--- src/rtl/fifo_pkg.sv ---
// Shared definitions for the synchronous FIFO family: default sizes and
// helpers that derive depth and count width from the pointer width.
package fifo_pkg;

  localparam int unsigned DefDataW = 32;
  localparam int unsigned DefAddrW = 4;

  // Number of words addressed by an addr_w-bit pointer
  function automatic int unsigned fifo_depth(input int unsigned addr_w);
    return 32'd1 << addr_w;
  endfunction

  // Count must represent 0..DEPTH inclusive, hence one extra bit
  function automatic int unsigned fifo_cnt_w(input int unsigned addr_w);
    return addr_w + 32'd1;
  endfunction

endpackage

--- src/rtl/fifo_regfile.sv ---
// DEPTH x DATA_W storage array: one synchronous write port, one
// asynchronous read port. Contents are intentionally not reset.
module fifo_regfile
  import fifo_pkg::*;
#(
  parameter int unsigned DATA_W = DefDataW,
  parameter int unsigned ADDR_W = DefAddrW
) (
  input  logic              clk,
  input  logic              we,
  input  logic [ADDR_W-1:0] waddr,
  input  logic [DATA_W-1:0] wdata,
  input  logic [ADDR_W-1:0] raddr,
  output logic [DATA_W-1:0] rdata
);

  localparam int unsigned DEPTH = fifo_depth(ADDR_W);

  logic [DATA_W-1:0] mem_q [DEPTH];

  // Write port
  always_ff @(posedge clk) begin
    if (we) begin
      mem_q[waddr] <= wdata;
    end
  end

  // Read port is combinational so the top level can use it for fall-through
  assign rdata = mem_q[raddr];

endmodule

--- src/rtl/fifo_sync_param.sv ---
// Single-clock parameterised FIFO with watermarks, optional first-word
// fall-through, synchronous flush and sticky overflow/underflow flags.
module fifo_sync_param
  import fifo_pkg::*;
#(
  parameter int unsigned DATA_W   = DefDataW,
  parameter int unsigned ADDR_W   = DefAddrW,
  parameter int unsigned AF_LEVEL = 14,
  parameter int unsigned AE_LEVEL = 2,
  parameter int unsigned FWFT     = 0
) (
  input  logic              clk,
  input  logic              rst,
  input  logic              flush,
  input  logic              wr_en,
  input  logic [DATA_W-1:0] din,
  input  logic              rd_en,
  output logic [DATA_W-1:0] dout,
  output logic              full,
  output logic              empty,
  output logic              almost_full,
  output logic              almost_empty,
  output logic [ADDR_W:0]   count,
  output logic              overflow,
  output logic              underflow,
  input  logic              clr_err
);

  localparam int unsigned DEPTH = fifo_depth(ADDR_W);
  localparam int unsigned CNT_W = fifo_cnt_w(ADDR_W);

  localparam logic [CNT_W-1:0] CntFull = CNT_W'(DEPTH);
  localparam logic [CNT_W-1:0] CntAf   = CNT_W'(AF_LEVEL);
  localparam logic [CNT_W-1:0] CntAe   = CNT_W'(AE_LEVEL);

  // Elaboration-time parameter legality checks
  if (ADDR_W < 1) begin : g_bad_addr_w
    $error("fifo_sync_param: ADDR_W must be at least 1");
  end
  if (AF_LEVEL < 1 || AF_LEVEL > DEPTH) begin : g_bad_af_level
    $error("fifo_sync_param: AF_LEVEL must be in 1..DEPTH");
  end
  if (AE_LEVEL > DEPTH - 1) begin : g_bad_ae_level
    $error("fifo_sync_param: AE_LEVEL must be in 0..DEPTH-1");
  end

  logic [ADDR_W-1:0] wr_ptr_q, wr_ptr_d;
  logic [ADDR_W-1:0] rd_ptr_q, rd_ptr_d;
  logic [CNT_W-1:0]  count_q, count_d;
  logic              overflow_q, overflow_d;
  logic              underflow_q, underflow_d;
  logic              wr_ok, rd_ok;
  logic [DATA_W-1:0] rd_data;

  // Flags decode from the registered count only
  always_comb begin
    full         = (count_q == CntFull);
    empty        = (count_q == '0);
    almost_full  = (count_q >= CntAf);
    almost_empty = (count_q <= CntAe);
  end

  // Accept qualification; rst also blocks the storage write during reset
  always_comb begin
    wr_ok = wr_en & ~full & ~flush & ~rst;
    rd_ok = rd_en & ~empty & ~flush & ~rst;
  end

  // Next-state for pointers, count and sticky error flags
  always_comb begin
    wr_ptr_d = wr_ptr_q;
    rd_ptr_d = rd_ptr_q;
    count_d  = count_q;
    if (flush) begin
      wr_ptr_d = '0;
      rd_ptr_d = '0;
      count_d  = '0;
    end else begin
      if (wr_ok) wr_ptr_d = wr_ptr_q + 1'b1;
      if (rd_ok) rd_ptr_d = rd_ptr_q + 1'b1;
      unique case ({wr_ok, rd_ok})
        2'b10:   count_d = count_q + 1'b1;
        2'b01:   count_d = count_q - 1'b1;
        default: count_d = count_q;
      endcase
    end
    // Set has priority over clr_err
    overflow_d  = (wr_en & full & ~flush) | (overflow_q & ~clr_err);
    underflow_d = (rd_en & empty & ~flush) | (underflow_q & ~clr_err);
  end

  // Control state registers
  always_ff @(posedge clk or posedge rst) begin
    if (rst) begin
      wr_ptr_q    <= '0;
      rd_ptr_q    <= '0;
      count_q     <= '0;
      overflow_q  <= 1'b0;
      underflow_q <= 1'b0;
    end else begin
      wr_ptr_q    <= wr_ptr_d;
      rd_ptr_q    <= rd_ptr_d;
      count_q     <= count_d;
      overflow_q  <= overflow_d;
      underflow_q <= underflow_d;
    end
  end

  fifo_regfile #(
    .DATA_W (DATA_W),
    .ADDR_W (ADDR_W)
  ) u_regfile (
    .clk   (clk),
    .we    (wr_ok),
    .waddr (wr_ptr_q),
    .wdata (din),
    .raddr (rd_ptr_q),
    .rdata (rd_data)
  );

  if (FWFT != 0) begin : g_fwft
    // Head word is presented directly; meaningless while empty
    assign dout = rd_data;
  end else begin : g_reg_read
    logic [DATA_W-1:0] dout_q;

    // Registered read: load on pop, hold otherwise, clear on flush
    always_ff @(posedge clk or posedge rst) begin
      if (rst) begin
        dout_q <= '0;
      end else if (flush) begin
        dout_q <= '0;
      end else if (rd_ok) begin
        dout_q <= rd_data;
      end
    end

    assign dout = dout_q;
  end

  assign count     = count_q;
  assign overflow  = overflow_q;
  assign underflow = underflow_q;

endmodule

--- config.mk ---
export PLATFORM = sky130hd
export DESIGN_NAME = fifo_sync_param
export DESIGN_NICKNAME = d
export VERILOG_FILES = /design/src/rtl/fifo_pkg.sv /design/src/rtl/fifo_regfile.sv /design/src/rtl/fifo_sync_param.sv
export SDC_FILE = /design/constraint.sdc
export NUM_CORES = 1
export LEC_CHECK = 0
export CAP_MARGIN = 20
export CORE_MARGIN = 4
export CORE_UTILIZATION = 65
export DETAILED_ROUTE_END_ITERATION = 10
export PLACE_DENSITY_LB_ADDON = 0.12
export SETUP_SLACK_MARGIN = 0.4
export SYNTH_ARGS = -nofsm -noshare
export SYNTH_HDL_FRONTEND = slang
export SYNTH_SLANG_ARGS = --single-unit
--- constraint.sdc ---
create_clock -name clk -period 5.43 [get_ports clk]
set_input_delay 1.086 -clock clk [delete_from_list [all_inputs] [get_ports clk]]
set_output_delay 1.086 -clock clk [all_outputs]
set_load 0.03 [all_outputs]
---- Yosys cells after proc, flatten, opt, wreduce, memory -nomap -nowiden ----
Memory sizes are Yosys's and may differ from the RTL's.
Index checks and enable logic that the tools add are counted.
cells by class
  bitwise logic cells ..................... 19
  magnitude comparators ................... 2
  equality and inequality tests ........... 3
  add/subtract/negate cells ............... 4
  multiplexer cells ....................... 10
  reductions and logical operators ........ 4
operator list
  cell                   count
  $mux W32               2
  $mux W4                4
  $and A1 B1 Y1          12
  $pmux W5 S2            1
  $add A4 B1 Y4 const B  2
  $add A5 B1 Y5 const B  1
  $eq A5 B5 Y1 const B   1
  $ge A5 B4 Y1 const B   1
  $le A5 B2 Y1 const B   1
  $logic_not A5 Y1       1
  $mux W5                1
  $not A1 Y1             5
  $sub A5 B1 Y5 const B  1
  $reduce_bool A2 Y1     2
  $reduce_bool A3 Y1     1
  $eq A2 B1 Y1 const B   1
  $eq A2 B2 Y1 const B   1
  $mux W1                2
  $or A1 B1 Y1           2
word-level totals
  output and inout bits ................... 43
  memories ................................ 1
  bits in registers ....................... 47
  RAM bits ................................ 512
memory list
  memory           depth  bits a word  rd ports  clocked after memory_dff  write ports  line                text
  u_regfile.mem_q  16     32           1         0                         1            fifo_regfile.sv:19  logic [DATA_W-1:0] mem_q [DEPTH];

---- Depth between registers and ports, before layout ----
  depth in word-level cells ............... 8
  depth in mapped cells ................... 11
  gate-level depth less buffers ........... 9

---- Hierarchy ----
From an unflattened synthesis, not the netlist that was laid out.
unflattened totals
  cell total of the unflattened synthesis .. 1,037
  area, all modules ....................... 21,410.5 sq um
by module, submodules not included
  module           times used  seq. area each (sq um)  area an instance (sq um)  cells each
  fifo_regfile     1           15,374.7                19,213.4                  806
  fifo_sync_param  1           1,176.1                 2,197.1                   231

---- Least setup slack after synthesis ----
OpenSTA, ideal clock, no wires.
  kind .................................... reg2out
  start point ............................. reg count_q[1], in the netlist count[1]
  end point ............................... out almost_empty
  buffers on the path ..................... 1
  stages on the path, launching flop included .. 3
  slack ................................... 2.053 ns
  arrival ................................. 2.291 ns
  path through ............................ dfrtp_1 buf_2 a2111oi_0
on the way
  cells in the longest elaborated chain, start to end .. 1
ends and longest elaborated chain
  what                    line                    text
  from (decl)             fifo_sync_param.sv:49   logic [CNT_W-1:0] count_q, count_d;
  from (signal assigned)  fifo_sync_param.sv:103  count_q <= count_d;
  $le A5 B2 Y1            fifo_sync_param.sv:60   almost_empty = (count_q <= CntAe);
  to (decl)               fifo_sync_param.sv:22   output logic almost_empty,
Every way passes these cells.

---- Final worst setup path ----
  start point ............................. reg count_q[1], in the netlist count[1]
  end point ............................... out empty
on the way
  cells in the longest elaborated chain, start to end .. 1
ends and longest elaborated chain
  what              line                   text
  $logic_not A5 Y1  fifo_sync_param.sv:58  empty = (count_q == '0);
  to (decl)         fifo_sync_param.sv:20  output logic empty,
Every way passes these cells.

==> results.txt <==
Routed len/inst: 26.2 µm
Synth Area in Compound Gates: 0.0245
Routed Antenna Nets: 0
Post-synthesis adder-cell area fraction: 0.00408
P_leak: 7.71 nW
Startpoint Class: flop
Final Setup Violations: 0
Syn Nets: 1,050
Die area: 36,000 µm²
Commonest cells after routing, fill and taps aside: edfxtp_1, mux4_2, clkdlybuf4s50_1
Largest family of logic cells by synthesized area: multiplexers
Cell Area, Placed: 22,700 µm²
Hold Crit Class: flop to flop
Routability cong.: 0.744
Yosys warning count: 0
Share of layout cells above drive strength 1: 0.211
Slew margin rel.: 0.284
Final Max Slew Viols: 0
Worst-margin pin slew: 1.07 ns
Post-synth EDFFs: 512
Gate Count Post-Synth: 1,005
I/O Buffers: 80
WL met1: 17,500 µm
Syn Area/Cell: 21.4 µm²
Setup WS pre-CTS: 1.23 ns
Synth Cell Area: 21,500 µm²
Tot GR Track Use: 0.237
Power Density: 360 nW/µm²
Peak Freq: 267 MHz
CP Class: flop to primary output
Max Buffers Root-to-Sink: 3
Final Hold Vio Count: 0
Min-delay src: underflow
#FFs+latches synth: 559
Crit path time final: 3.75 ns
CTS Buf Count: 53
# H-tree levels: 2
Wirelength, routed: 41,500 µm
CP Max Fanout: 12
Final instance area: 24,500 µm²
Most common cell after layout, fill and taps aside: edfxtp_1
Status: finished, final reports clean
Nets@finish: 1,144
Max-cap viol count: 0
Post-route setup slack: 1.68 ns
Worst Hold Slack: 0.495 ns
Hold Buf Count CTS: 0
Post_cts resized: 0
Post-synth cell types: 46
Peak VDD IR: 0.321 mV
Maximum number of pins on one net before global-route repair: 68
CTS tree: done
FILL cells: 1,787
Post-CTS Setup Inserts: 0
DRC: 0
Core footprint: 32,500 µm²
Via count: 10,100
First-pass GRT wire length: 64,500 µm
Vias in the first global route: 10,600
CP startpoint: count[1]
Worst EP arrival: 2.66 ns
Length of routed met2 wiring: 21,300 µm
Row cnt: 66
Pwr Total: 8.85 mW
Setup TNS Final: 0 ns
Initial antenna violation count: 1
Critical Path Slowest Stage Cell: or4_1
Dominant synthesized flop cell: edfxtp_1
Post-synthesis xor/xnor area fraction: 0.00245
Die span in x: 190 µm
Wire length on met3: 2150 µm
Starting density of the core: 0.660
Initial DRC Count: 756
Sequential area share after synthesis: 0.771
TritonRoute pass-1 iters: 5
RSZ-0062 raised after global routing: no
Clk_lat worst skew: 0.56 ns
CP Capture Type: primary output
Synth-to-layout area growth: 14.3%
Ys async rst share: 0.0841
Highest Signal Layer: met4
Clock edge transition at the registers on the reported setup and hold paths: 0.06 ns
Non-filler cells, final: 1,586
Number of I/O pins: 81
Reg2Reg Launch Point: count[1]
Synth Area in Simple Gates: 0.0204
Chip height: 190 µm
Placed cell count: 1,485
Layout Skew: 0.0127 ns
Vias per inst: 6.38
Largest stage delay on the critical path: 0.72 ns
Final period util: 0.691
Detailed placement HPWL: 21,900 µm
Crit path cell chain: or4_1 -> nor2_1 -> clkdlybuf4s50_1
Post-Route Utilization: 0.754
Clk root buf: clkbuf_16
Post-synthesis mux area share: 0.166
Sink Count: 559
GRT overflow: 0
Critical Path RT: 4.34 ns
==> synthesized netlist by cell type (2+ instances only) <==
master / n / share of area
a21oi_1: 40 / 0.0093
a31o_2: 2 / 0.00082
a32o_1: 2 / 0.00093
and2_1: 17 / 0.0050
and3_1: 2 / 0.00058
buf_1: 4 / 0.00070
buf_2: 21 / 0.0049
clkbuf_1: 25 / 0.0044
dfrtp_1: 47 / 0.055
edfxtp_1: 512 / 0.72
ha_1: 7 / 0.0041
inv_1: 8 / 0.0014
mux2i_1: 66 / 0.031
mux4_2: 128 / 0.13
nand2_1: 7 / 0.0012
nand2b_1: 2 / 0.00058
nand3_1: 2 / 0.00047
nor2_1: 44 / 0.0077
o21a_1: 2 / 0.00070
o21ai_0: 33 / 0.0077
o21ai_1: 3 / 0.00070
or3_1: 3 / 0.00087
xnor2_1: 3 / 0.0012
xor2_1: 3 / 0.0012
==> area by class of cell <==
| cell class | count | area [µm²] | share of cell area |
|---|---|---|---|
| antenna | 1 | 2.50 | 0.000102 |
| clock inverter | 28 | 314 | 0.0128 |
| tap | 442 | 553 | 0.0225 |
| inverter | 8 | 30.0 | 0.00122 |
| multi-input combinational | 387 | 4690 | 0.191 |
| timing repair buffer | 90 | 921 | 0.0375 |
| clock buffer | 71 | 1470 | 0.0597 |
| sequential | 559 | 16600 | 0.675 |
==> report_power, final <==
group	internal [mW]	switching (mW)	total [mW]
sequential	4.73	0.0417	4.77
combinational	0.129	0.205	0.334
clock	2.22	1.51	3.74
==> metal layers <==
metal	vias to the layer above	global-route usage
met3	55	0.0284
met2	319	0.395
met5	-	0
li1	4333	-
met4	0	0.0481
met1	5405	0.353
==> state kept, by name, summed over array words and instances (netlist names) <==
| register | count |
|---|---|
| count | 5 |
| underflow | 1 |
| u_regfile.mem_q | 512 |
| overflow | 1 |
| rd_ptr_q | 4 |
| dout | 32 |
| wr_ptr_q | 4 |
==> path summary, 6_finish.rpt <==
check / end / slack, ns / depth (start not counted)
min in group asynchronous: wr_ptr_q[0] / 1.03 / 2
worst min register to register: underflow / 0.50 / 1
worst min-delay path: underflow / 0.50 / 1
worst max-delay path: empty / 1.68 / 3
worst max register to register: u_regfile.mem_q[5][4] / 2.23 / 4
max in group asynchronous: rd_ptr_q[3] / 3.49 / 3
==> critical path, delay by kind of cell, from the launching register on <==
kind          cells  cell delay (ns)
simple gates      2             0.91
buf+inv           1             0.70
flops             1             0.51
==> logic make-up after synthesis <==
| group | count (synthesis) |
|---|---|
| AND/OR/NAND/NOR | 88 |
| flip-flops | 559 |
| buffers and inverters | 59 |
| XOR/XNOR | 6 |
| adder cells (fa/ha/maj) | 7 |
| multiplexers | 195 |
| AO/OA/AOI/OAI | 91 |
(Power assumes the default switching activity.)
